--- config.mk ---
export PLATFORM = sky130hd
export DESIGN_NAME = alu_seq_flat
export DESIGN_NICKNAME = d
export VERILOG_FILES = /design/src/rtl/alu_pkg.sv /design/src/rtl/alu_seq_if.sv /design/src/rtl/muldiv_iter.sv /design/src/rtl/alu_seq.sv /design/src/flat_wrapper.sv
export SDC_FILE = /design/constraint.sdc
export NUM_CORES = 1
export LEC_CHECK = 0
export BUFFER_PORTS_ARGS = -buffer_cell sky130_fd_sc_hd__buf_2
export CORE_MARGIN = 2
export CORE_UTILIZATION = 25
export DETAILED_ROUTE_END_ITERATION = 8
export PLACE_DENSITY = 0.37
export SYNTH_ARGS = -nofsm -noshare
export SYNTH_HDL_FRONTEND = slang
export SYNTH_HIERARCHICAL = 1
export SYNTH_SLANG_ARGS = --single-unit
--- constraint.sdc ---
create_clock -name clk -period 4.7 [get_ports clk]
set_clock_uncertainty 0.05 [all_clocks]
set_input_delay 0.47 -clock clk [delete_from_list [all_inputs] [get_ports clk]]
set_output_delay 0.47 -clock clk [all_outputs]
set_load 0.005 [all_outputs]
--- src/rtl/alu_pkg.sv ---
// rtl/alu_pkg.sv - shared opcodes, FSM states and default width for alu_seq
package alu_pkg;

   localparam int DEFAULT_WIDTH = 8;

   localparam logic [3:0] OP_ADD = 4'd0;
   localparam logic [3:0] OP_SUB = 4'd1;
   localparam logic [3:0] OP_AND = 4'd2;
   localparam logic [3:0] OP_OR  = 4'd3;
   localparam logic [3:0] OP_XOR = 4'd4;
   localparam logic [3:0] OP_NOT = 4'd5;
   localparam logic [3:0] OP_SHL = 4'd6;
   localparam logic [3:0] OP_SHR = 4'd7;
   localparam logic [3:0] OP_MUL = 4'd8;
   localparam logic [3:0] OP_DIV = 4'd9;

   typedef enum logic [1:0] {
      S_IDLE,
      S_MUL,
      S_DIV
   } state_t;

endpackage

--- src/rtl/alu_seq_if.sv ---
// rtl/alu_seq_if.sv - start/done request bus between operand muxes and alu_seq
interface alu_seq_if
   import alu_pkg::*;
   #(parameter int WIDTH = DEFAULT_WIDTH);

   logic             start;
   logic [3:0]       aluop;
   logic [WIDTH-1:0] srca;
   logic [WIDTH-1:0] srcb;
   logic [WIDTH-1:0] result;
   logic [WIDTH-1:0] result_hi;
   logic             zero;
   logic             carry;
   logic             neg;
   logic             ovf;
   logic             div_zero;
   logic             busy;
   logic             done;

   modport master (
      output start, aluop, srca, srcb,
      input  result, result_hi, zero, carry, neg, ovf, div_zero, busy, done
   );

   modport slave (
      input  start, aluop, srca, srcb,
      output result, result_hi, zero, carry, neg, ovf, div_zero, busy, done
   );

endinterface

--- src/rtl/muldiv_iter.sv ---
// rtl/muldiv_iter.sv - one-bit-per-cycle shift-add multiply / restoring divide datapath
module muldiv_iter
   import alu_pkg::*;
   #(parameter int WIDTH = DEFAULT_WIDTH)
(
   input  logic             clk,
   input  logic             rst_n,
   input  logic             load,
   input  logic             step,
   input  logic             is_div,
   input  logic [WIDTH-1:0] a,
   input  logic [WIDTH-1:0] b,
   output logic             last,
   output logic [WIDTH-1:0] lo_next,
   output logic [WIDTH-1:0] hi_next
);

   localparam int CW = $clog2(WIDTH);

   logic [WIDTH-1:0] hi;
   logic [WIDTH-1:0] lo;
   logic [WIDTH-1:0] opd;
   logic             div_mode;
   logic [CW-1:0]    count;

   logic [WIDTH:0]   sum;
   logic [WIDTH:0]   shifted;
   logic [WIDTH+1:0] trial;

   assign last = (count == CW'(WIDTH - 1));

   // MUL: hi:lo holds partial product with multiplier in lo; DIV: hi is remainder, lo shifts dividend out / quotient in
   always_comb begin
      sum     = {1'b0, hi} + (lo[0] ? {1'b0, opd} : '0);
      shifted = {hi, lo[WIDTH-1]};
      trial   = {1'b0, shifted} - {2'b00, opd};
      lo_next = '0;
      hi_next = '0;
      if (div_mode) begin
         if (!trial[WIDTH+1]) begin
            hi_next = trial[WIDTH-1:0];
            lo_next = {lo[WIDTH-2:0], 1'b1};
         end else begin
            hi_next = shifted[WIDTH-1:0];
            lo_next = {lo[WIDTH-2:0], 1'b0};
         end
      end else begin
         hi_next = sum[WIDTH:1];
         lo_next = {sum[0], lo[WIDTH-1:1]};
      end
   end

   always_ff @(posedge clk or negedge rst_n) begin
      if (!rst_n) begin
         hi       <= '0;
         lo       <= '0;
         opd      <= '0;
         div_mode <= 1'b0;
         count    <= '0;
      end else if (load) begin
         hi       <= '0;
         lo       <= is_div ? a : b;
         opd      <= is_div ? b : a;
         div_mode <= is_div;
         count    <= '0;
      end else if (step) begin
         hi       <= hi_next;
         lo       <= lo_next;
         count    <= count + 1'b1;
      end
   end

endmodule

--- src/rtl/alu_seq.sv ---
// rtl/alu_seq.sv - execution stage: single-cycle ALU ops plus iterative MUL/DIV behind start/done
module alu_seq
   import alu_pkg::*;
   #(parameter int WIDTH = DEFAULT_WIDTH)
(
   input  logic       clk,
   input  logic       rst_n,
   alu_seq_if.slave   bus
);

   localparam int SHW = $clog2(WIDTH);

   state_t state;
   state_t next_state;
   logic   load;
   logic   step;
   logic   last;

   logic [WIDTH-1:0] lo_next;
   logic [WIDTH-1:0] hi_next;

   logic [WIDTH:0]   sum_w;
   logic [WIDTH:0]   diff_w;
   logic [WIDTH:0]   shl_w;
   logic [WIDTH:0]   shr_w;
   logic [SHW-1:0]   amt;

   logic [WIDTH-1:0] sc_res;
   logic [WIDTH-1:0] sc_hi;
   logic             sc_carry;
   logic             sc_ovf;
   logic             sc_dz;

   logic [WIDTH-1:0] result_r;
   logic [WIDTH-1:0] result_hi_r;
   logic             zero_r;
   logic             carry_r;
   logic             neg_r;
   logic             ovf_r;
   logic             div_zero_r;
   logic             busy_r;
   logic             done_r;

   muldiv_iter #(.WIDTH(WIDTH)) u_iter (
      .clk     (clk),
      .rst_n   (rst_n),
      .load    (load),
      .step    (step),
      .is_div  (bus.aluop == OP_DIV),
      .a       (bus.srca),
      .b       (bus.srcb),
      .last    (last),
      .lo_next (lo_next),
      .hi_next (hi_next)
   );

   always_ff @(posedge clk or negedge rst_n) begin
      if (!rst_n) state <= S_IDLE;
      else        state <= next_state;
   end

   // DIV by zero never enters S_DIV; it is answered like a single-cycle op
   always_comb begin
      next_state = state;
      load       = 1'b0;
      step       = 1'b0;
      case (state)
         S_IDLE: begin
            if (bus.start) begin
               if (bus.aluop == OP_MUL) begin
                  next_state = S_MUL;
                  load       = 1'b1;
               end else if (bus.aluop == OP_DIV && bus.srcb != '0) begin
                  next_state = S_DIV;
                  load       = 1'b1;
               end
            end
         end
         S_MUL, S_DIV: begin
            step = 1'b1;
            if (last) next_state = S_IDLE;
         end
         default: next_state = S_IDLE;
      endcase
   end

   assign amt    = bus.srcb[SHW-1:0];
   assign sum_w  = {1'b0, bus.srca} + {1'b0, bus.srcb};
   assign diff_w = {1'b0, bus.srca} - {1'b0, bus.srcb};
   assign shl_w  = {1'b0, bus.srca} << amt;
   assign shr_w  = {bus.srca, 1'b0} >> amt;

   always_comb begin
      sc_res   = '0;
      sc_hi    = '0;
      sc_carry = 1'b0;
      sc_ovf   = 1'b0;
      sc_dz    = 1'b0;
      case (bus.aluop)
         OP_ADD: begin
            sc_res   = sum_w[WIDTH-1:0];
            sc_carry = sum_w[WIDTH];
            sc_ovf   = (bus.srca[WIDTH-1] == bus.srcb[WIDTH-1]) &&
                       (sum_w[WIDTH-1] != bus.srca[WIDTH-1]);
         end
         OP_SUB: begin
            sc_res   = diff_w[WIDTH-1:0];
            sc_carry = diff_w[WIDTH];
            sc_ovf   = (bus.srca[WIDTH-1] != bus.srcb[WIDTH-1]) &&
                       (diff_w[WIDTH-1] != bus.srca[WIDTH-1]);
         end
         OP_AND: sc_res = bus.srca & bus.srcb;
         OP_OR:  sc_res = bus.srca | bus.srcb;
         OP_XOR: sc_res = bus.srca ^ bus.srcb;
         OP_NOT: sc_res = ~bus.srca;
         OP_SHL: begin
            sc_res   = shl_w[WIDTH-1:0];
            sc_carry = shl_w[WIDTH];
         end
         OP_SHR: begin
            sc_res   = shr_w[WIDTH:1];
            sc_carry = shr_w[0];
         end
         OP_DIV: begin
            sc_res = '1;
            sc_hi  = bus.srca;
            sc_dz  = 1'b1;
         end
         default: ;
      endcase
   end

   always_ff @(posedge clk or negedge rst_n) begin
      if (!rst_n) begin
         result_r    <= '0;
         result_hi_r <= '0;
         zero_r      <= 1'b0;
         carry_r     <= 1'b0;
         neg_r       <= 1'b0;
         ovf_r       <= 1'b0;
         div_zero_r  <= 1'b0;
         busy_r      <= 1'b0;
         done_r      <= 1'b0;
      end else begin
         done_r <= 1'b0;
         busy_r <= (next_state != S_IDLE);
         if (state == S_IDLE && bus.start && !load) begin
            result_r    <= sc_res;
            result_hi_r <= sc_hi;
            zero_r      <= (sc_res == '0);
            carry_r     <= sc_carry;
            neg_r       <= sc_res[WIDTH-1];
            ovf_r       <= sc_ovf;
            div_zero_r  <= sc_dz;
            done_r      <= 1'b1;
         end else if (step && last) begin
            result_r    <= lo_next;
            result_hi_r <= hi_next;
            zero_r      <= (lo_next == '0);
            carry_r     <= (state == S_MUL) && (hi_next != '0);
            neg_r       <= lo_next[WIDTH-1];
            ovf_r       <= 1'b0;
            div_zero_r  <= 1'b0;
            done_r      <= 1'b1;
         end
      end
   end

   assign bus.result    = result_r;
   assign bus.result_hi = result_hi_r;
   assign bus.zero      = zero_r;
   assign bus.carry     = carry_r;
   assign bus.neg       = neg_r;
   assign bus.ovf       = ovf_r;
   assign bus.div_zero  = div_zero_r;
   assign bus.busy      = busy_r;
   assign bus.done      = done_r;

endmodule

--- src/flat_wrapper.sv ---
// flat-port wrapper written by rule: the top's interface ports become plain ports
module alu_seq_flat import alu_pkg::*;
#(parameter int WIDTH = DEFAULT_WIDTH)
  (clk, rst_n, bus_start, bus_aluop, bus_srca, bus_srcb, bus_result, bus_result_hi, bus_zero, bus_carry, bus_neg, bus_ovf, bus_div_zero, bus_busy, bus_done);
  alu_seq_if #(.WIDTH(WIDTH)) bus_i ();
  input  logic clk;
  input  logic rst_n;
  input wire logic [$bits(bus_i.start)-1:0] bus_start;
  input wire logic [$bits(bus_i.aluop)-1:0] bus_aluop;
  input wire logic [$bits(bus_i.srca)-1:0] bus_srca;
  input wire logic [$bits(bus_i.srcb)-1:0] bus_srcb;
  output wire logic [$bits(bus_i.result)-1:0] bus_result;
  output wire logic [$bits(bus_i.result_hi)-1:0] bus_result_hi;
  output wire logic [$bits(bus_i.zero)-1:0] bus_zero;
  output wire logic [$bits(bus_i.carry)-1:0] bus_carry;
  output wire logic [$bits(bus_i.neg)-1:0] bus_neg;
  output wire logic [$bits(bus_i.ovf)-1:0] bus_ovf;
  output wire logic [$bits(bus_i.div_zero)-1:0] bus_div_zero;
  output wire logic [$bits(bus_i.busy)-1:0] bus_busy;
  output wire logic [$bits(bus_i.done)-1:0] bus_done;
  assign bus_i.start = bus_start;
  assign bus_i.aluop = bus_aluop;
  assign bus_i.srca = bus_srca;
  assign bus_i.srcb = bus_srcb;
  assign bus_result = bus_i.result;
  assign bus_result_hi = bus_i.result_hi;
  assign bus_zero = bus_i.zero;
  assign bus_carry = bus_i.carry;
  assign bus_neg = bus_i.neg;
  assign bus_ovf = bus_i.ovf;
  assign bus_div_zero = bus_i.div_zero;
  assign bus_busy = bus_i.busy;
  assign bus_done = bus_i.done;
  alu_seq #(.WIDTH(WIDTH)) u_core (.clk(clk), .rst_n(rst_n), .bus(bus_i));
endmodule
==> summary.md, run 1 <==
| Metric | Value |
|---|---|
| Total Nets Final | `766` |
| Top-area cell type share of the netlist area | `0.232` |
| Pwr/cell area | `585 nW/um2` |
| Clock sink count | `52` |
| Largest net degree at the start of global routing | `53` |
| Iter 0 DRT Violations | `385` |
| Avg WL per Cell | `20.8 um` |
| Mapped Cells | `680` |
| Kind of critical path | `reg2reg` |
| Post-Syn Nets | `753` |
| Drc violations | `0` |
| Post-synth top cells | `nor2_1 (62), dfrtp_1 (52), a21oi_1 (49), ha_1 (46), o21ai_0 (46)` |
| Die H | `154 um` |
| WL final | `20.2 mm` |
| RSZ-0062 raised after global routing | `no` |
| Post-DRT Antenna Nets | `0` |
| CTS tree | `done` |
| Largest family of logic cells by synthesized area | `compound AO/OA/AOI/OAI gates` |
| Hold-fix buffers at CTS | `0` |
| Clock power share | `0.131` |
| # IOs | `46` |
| Comb pwr share | `0.640` |
| Multiplexer area fraction after synthesis | `0.122` |
| Placement Setup Slack | `1200 ps` |
| Synth async-reset ratio | `1.00` |
| Net Sw Power | `1.75 mW` |
| Vias in the first global route | `5075` |
| Capturing element type of the critical path | `flop` |
| Ys Warns | `6` |
| R2r setup slk | `1320 ps` |
| Total global-route track usage | `0.165` |
| Leakage | `2.74 nW` |
| Crit path launch | `u_core/u_iter/lo[7]` |
| DP HPWL | `15.3 mm` |
| Worst Max-Slew Pin Slew | `1300 ps` |
| Setup TNS | `0 ps` |
| Internal power | `1.87 mW` |
| Synth Area in Compound Gates | `0.246` |
| Largest fanout on the critical path | `3` |
| Core ar. | `21900 um2` |
| Startpoint Class | `flop` |
| Max H-tree Level | `2` |
| Routability cong. | `0.886` |
| TritonRoute pass-1 iters | `4` |
| Synth Area in Simple Gates | `0.190` |
| Post-synth top area cell | `dfrtp_1` |
| Most used flip-flop cell after synthesis | `dfrtp_1` |
| Hold Path Class | `in2async` |
| #FFs+latches synth | `52` |
| Initial antenna violation count | `1` |
| Reg2reg end | `u_core/bus.carry` |
| Largest cells by area after synthesis | `dfrtp_1 (23%), ha_1 (10%), mux2i_1 (7.0%)` |
| Die area | `23600 um2` |
| Xor and xnor area share after synthesis | `0.0250` |
| Post-Syn Area | `5600 um2` |
| Critical Path Sink | `u_core/bus.carry` |
| Fillers | `2395` |
| Most frequent cell after synthesis | `nor2_1` |
| Mean number of vias per cell | `5.48` |
| Slew HR | `0.122` |
| Sequential power share | `0.229` |
| Share of post-route cells with drive strength above 1 | `0.139` |
| Max Freq | `0.296 GHz` |
| Diode count | `0` |
| Switching Fraction | `0.483` |
| Num CTS Buffers | `5` |
| Avg Cell Area, Syn | `8.24 um2` |
| EDFF count, synth | `0` |
| Final WS setup | `1320 ps` |
| Sequential cell area fraction in the yosys report | `0.232` |
| Adder-Cell Fraction of Synth Area | `0.117` |
| Setup violators final | `0` |
| Setup Buffers After CTS | `0` |
| Worst EP arrival | `3490 ps` |
| Critical Path RT | `4810 ps` |
| Final period utilization | `0.720` |
| Hold Fails Final Rpt | `0` |
| Maxcap violations | `0` |
| Post_cts resized | `0` |
| Clock root buffer | `clkbuf_16` |
| Maximum VDD drop | `0.000188 V` |
| Max Slew Vio Count | `0` |
| Status | `completed` |
| Clock transition at path regs | `70 ps` |
| Unique masters post-synth | `79` |
| Vias | `5330` |
| Minimum clock period | `3380 ps` |
| Clk_lat worst skew | `290 ps` |
| Utilization after layout | `0.283` |
| Total gr overflow | `0` |
| Worst reg-to-reg path cell count | `15` |
| Die X | `154 um` |
| Global-route wire length before repair | `31.0 mm` |
| IO buf count | `45` |
| Area Overhead vs Synth | `10.6%` |
| Rows | `54` |
| Total power | `3.62 mW` |
| Initial core utilization | `0.256` |
| FF-to-FF Start | `u_core/u_iter/lo[7]` |
| CTS Buffer Depth | `2` |
## critical path, cell delays in order, from the launching register on
cell and delay [ps]:
dfrtp_1 400, inv_1 100, ha_1 180, inv_1 60, fa_1 400, a211oi_1 370, o21bai_1 150, a21oi_1 200
xor2_1 210, o21a_1 190, nor3_1 90, nor4_1 310, nand2_1 150, and3_1 210, a21oi_1 120, a32oi_1 70
## power groups by stage
stage          Clock [mW]  Combinational [mW]  Sequential [mW]
2_1_floorplan           0                1.69            0.761
3_3_place_gp            0                2.29            0.835
3_5_place_dp            0                2.31            0.840
4_1_cts             0.486                2.33            0.831
5_1_grt             0.501                2.57            0.857
6_report            0.474                2.32            0.830
## cells in the final DEF (no fill, tap or decap), drive strengths merged, types with 9 or more instances in the layout
master,synthesis,layout
a21o,9,9
nor4,9,9
and2,10,10
nand3,17,17
xnor2,12,12
mux2i,39,39
dfrtp,52,52
a21oi,49,49
a31oi,11,11
mux2,12,12
nand2,45,45
inv,41,41
buf,20,52
nor3,18,18
ha,46,46
nand2b,10,10
o21ai,47,47
a211oi,13,13
nor2,62,62
## registers in the layout, indices dropped and copies added, names as in the netlist
name                    flops
u_core/bus.result_hi        8
u_core/bus.result           8
u_core/state                2
u_core/u_iter/lo            8
u_core/bus.div_zero         1
u_core/bus.carry            1
u_core/u_iter/hi            8
u_core/bus.done             1
u_core/bus.zero             1
u_core/u_iter/opd           8
u_core/bus.busy             1
u_core/u_iter/div_mode      1
u_core/u_iter/count         3
u_core/bus.ovf              1
## cell type report
class	instances	area, um2	area share
Multi-Input combinational cell	539	3930	0.633
Tap cell	280	350	0.0565
Sequential cell	52	1300	0.210
Clock buffer	5	125	0.0202
Timing Repair Buffer	52	278	0.0448
Clock inverter	2	60.1	0.00969
Inverter	43	161	0.0260
## logic make-up after synthesis
| logic type | Yosys count |
|---|---|
| xor gates and xnor gates | 16 |
| and+or+nand+nor | 211 |
| buffers and inverters | 89 |
| muxes | 58 |
| AOI/OAI and AO/OA | 204 |
| DFF | 52 |
| adders and majority gates | 50 |
## worst min-delay path by stage
stage / end / slack, ps / depth (start not counted) / startpoint
global route: u_core/u_iter/hi[7] / 320 / 2 / rst_n
global placement: u_core/u_iter/count[2] / 460 / 2 / u_core/u_iter/count[2]
floorplan: u_core/bus.busy / 120 / 0 / rst_n
finish: u_core/u_iter/hi[7] / 260 / 2 / rst_n
detailed placement: u_core/u_iter/count[2] / 480 / 2 / u_core/u_iter/count[2]
CTS: u_core/u_iter/hi[7] / 300 / 2 / rst_n
## routing by layer
| metal | wire (um) | part of all wire | vias to the layer above | track usage |
|---|---|---|---|---|
| li1 | - | - | 2526 | - |
| met1 | 9980 | 0.49 | 2638 | 0.245 |
| met2 | 9100 | 0.45 | 154 | 0.261 |
| met3 | 924 | 0.046 | 10 | 0.0209 |
| met4 | 172 | 0.0085 | 2 | 0.0284 |
| met5 | 13 | 0.00064 | - | 0 |
## through the flow
stage	instance area (um2)	hold slack (ps)	std cells
floorplan	5600	124	680
global placement	6020	461	966
detailed placement	6020	478	966
CTS	6200	301	973
global route	6200	322	973
finish	6200	262	973
Power figures use the tool's default switching activity.
==> run 2: changes to the inputs <==
--- a/config.mk
+++ b/config.mk
@@ -5,11 +5,12 @@
 export SDC_FILE = /design/constraint.sdc
 export NUM_CORES = 1
 export LEC_CHECK = 0
+export ABC_AREA = 1
 export BUFFER_PORTS_ARGS = -buffer_cell sky130_fd_sc_hd__buf_2
 export CORE_MARGIN = 2
 export CORE_UTILIZATION = 25
 export DETAILED_ROUTE_END_ITERATION = 8
-export PLACE_DENSITY = 0.37
+export PLACE_DENSITY = 0.38
 export SYNTH_ARGS = -nofsm -noshare
 export SYNTH_HDL_FRONTEND = slang
 export SYNTH_HIERARCHICAL = 1
==> constraint.sdc (replaced) <==
create_clock -name clk -period 3 [get_ports clk]
set_clock_uncertainty 0.05 [all_clocks]
set_input_delay 0.3 -clock clk [delete_from_list [all_inputs] [get_ports clk]]
set_output_delay 0.3 -clock clk [all_outputs]
set_load 0.005 [all_outputs]
==> run 2 against run 1 <==
Power up 40%. Synthesized cell count up 33%. Maximum frequency up 26%. Clock power up 27%. Sequential power up 52%. Design area up 2.8%. Non-clock buffer count up 12. Synthesized area up 1.2%. Die area up 1.2%. Combinational power up 38%. Sequential cell count unchanged. First-iteration DRC count up 3.9%. Highest routed layer is now met4.
==> summary.md, run 2 <==
| Metric | Value |
|---|---|
| Setup violators final | `0` |
| Rows | `55` |
| CTS tree | `done` |
| Unique masters post-synth | `44` |
| Commonest non-fill, non-tap cells in the layout | `nand2_1 (254), inv_1 (122), nand3_1 (114)` |
| Share of post-route cells with drive strength above 1 | `0.102` |
| Worst Max-Slew Pin Slew | `721 ps` |
| Routability cong. | `0.865` |
| Critical Path RT | `3140 ps` |
| CTS Buffer Depth | `2` |
| Mean number of vias per cell | `4.82` |
| Post-Syn Nets | `976` |
| Total Nets Final | `1016` |
| Largest cells by area after synthesis | `dfrtp_1 (23%), nand2_1 (17%), ha_1 (10%)` |
| Area Overhead vs Synth | `12.4%` |
| EDFF count, synth | `0` |
| Status | `completed` |
| Synth async-reset ratio | `1.00` |
| Avg WL per Cell | `17.1 um` |
| Die area | `23900 um2` |
| Crit path cell chain | `nand2_1 -> inv_1 -> ha_1 -> fa_1 -> nand3_1 -> nand2_1 -> nand2_1 -> nand3_1 -> nand3_1 -> nand3_1 -> and2_1 -> nor4_2 -> a21boi_0 -> o21ai_0 -> a21oi_1` |
| Capturing element type of the critical path | `flop` |
| Global-route wire length before repair | `33.7 mm` |
| Sequential cell area fraction in the yosys report | `0.229` |
| Vias | `5928` |
| Hold slack | `84.5 ps` |
| Placement Setup Slack | `266 ps` |
| Minimum clock period | `2690 ps` |
| Avg Cell Area, Syn | `6.28 um2` |
| Utilization after layout | `0.284` |
| RSZ-0062 raised after global routing | `no` |
| Max H-tree Level | `2` |
| Setup Buffers After CTS | `0` |
| Cell family with most CP delay | `simple AND/OR/NAND/NOR gates` |
| Post-synth top cells | `nand2_1 (254), inv_1 (122), nand3_1 (114), nor2_1 (77), o21ai_0 (59)` |
| Post-synth top area cell | `dfrtp_1` |
| Post-Syn Area | `5670 um2` |
| Initial core utilization | `0.253` |
| Clock sink count | `52` |
| Slew HR | `0.519` |
| Core ar. | `22400 um2` |
| Total global-route track usage | `0.181` |
| Hold Fails Final Rpt | `0` |
| Largest fanout on the critical path | `10` |
| R2r setup slk | `310 ps` |
| Final WS setup | `310 ps` |
| Commonest non-fill, non-tap cell in the layout | `nand2_1` |
| Diode count | `0` |
| Ys Warns | `6` |
| Clock root buffer | `clkbuf_16` |
| Total gr overflow | `0` |
| Vias in the first global route | `5906` |
| Most frequent cell after synthesis | `nand2_1` |
| Max Freq | `0.372 GHz` |
| Max Slew Vio Count | `0` |
| Pwr/cell area | `795 nW/um2` |
| Top-area cell type share of the netlist area | `0.229` |
| Setup TNS | `0 ps` |
| WL final | `21.0 mm` |
| Leakage | `3.40 nW` |
| Initial antenna violation count | `0` |
| Hold Path Class | `in2async` |
| Drc violations | `0` |
| Mapped Cells | `903` |
| Max stage delay cell, worst path | `dfrtp_2` |
| Max incr delay on CP | `470 ps` |
| Post-DRT Antenna Nets | `0` |
| Kind of critical path | `reg2reg` |
| Maximum VDD drop | `0.000324 V` |
| # IOs | `46` |
| Final period utilization | `0.897` |
| TritonRoute pass-1 iters | `5` |
| Most used flip-flop cell after synthesis | `dfrtp_1` |
| Die X | `155 um` |
| Clk_lat worst skew | `300 ps` |
| WP buf/inv | `1` |
| Num CTS Buffers | `5` |
| Startpoint Class | `flop` |
| Maxcap violations | `0` |
| #FFs+latches synth | `52` |
| Largest net degree at the start of global routing | `53` |
| Iter 0 DRT Violations | `400` |
| IO buf count | `45` |
| Most common cell on crit path | `nand3_1` |
| Die H | `155 um` |
| Clock transition at path regs | `80 ps` |
| Total power | `5.06 mW` |
| Worst EP arrival | `2830 ps` |
| DP HPWL | `16.8 mm` |
run 2: worst paths after layout:
path,from,endpoint,depth (start not counted)
setup / recovery,u_core/u_iter/lo[0],u_core/bus.carry,15
hold / removal,rst_n,u_core/u_iter/opd[7],2
setup reg to reg,u_core/u_iter/lo[0],u_core/bus.carry,15
hold reg to reg,u_core/bus.result[0],u_core/bus.result[0],2
max in group asynchronous,rst_n,u_core/u_iter/lo[0],2
min in group clk,bus_srcb[7],u_core/u_iter/lo[7],3
run 2: cells by family (layout without fill, tap and decap cells):
family          Yosys count  count (layout)  share of synthesized area
simple gates            505             505                      0.400
buf+inv                 160             201                      0.118
compound gates          131             131                      0.129
flops                    52              52                      0.229
fa+ha+maj                50              50                      0.116
xor+xnor                  5               5                    0.00772
run 2: power breakdown:
group / switching (mW) / leakage [nW] / total (mW) / internal (mW)
logic: 2.01 / 2.68 / 3.20 / 1.19
clock network: 0.290 / 0.0702 / 0.602 / 0.312
registers: 0.244 / 0.655 / 1.26 / 1.02
run 2: per-stage QoR:
step | cells | area (um2)
5_1_grt | 1229 | 6370
3_3_place_gp | 1221 | 6220
2_1_floorplan | 903 | 5670
4_1_cts | 1229 | 6370
6_report | 1229 | 6370
3_5_place_dp | 1221 | 6220
run 2: layout make-up:
cell class | instances | area (um2)
fill | 2573 | 16100
clock inverter | 3 | 21.3
timing repair buffer | 64 | 380
inverter | 129 | 484
sequential | 52 | 1300
multi-input combinational | 691 | 3700
tap | 285 | 357
clock buffer | 5 | 125
run 2: repair_timing:
action	4_1_cts	5_1_grt
resized for setup	0	2
endpoints found under the hold margin	0	0
endpoints found under the setup margin	0	1
hold buffers	0	0
run 2: routing by layer:
layer  vias up  routed length (um)  GRT usage
met3        18                 741     0.0140
met4         0                 359     0.0397
met2       132               10000      0.315
li1       3020                   -          -
met5         -                   0          0
met1      2758                9900      0.246
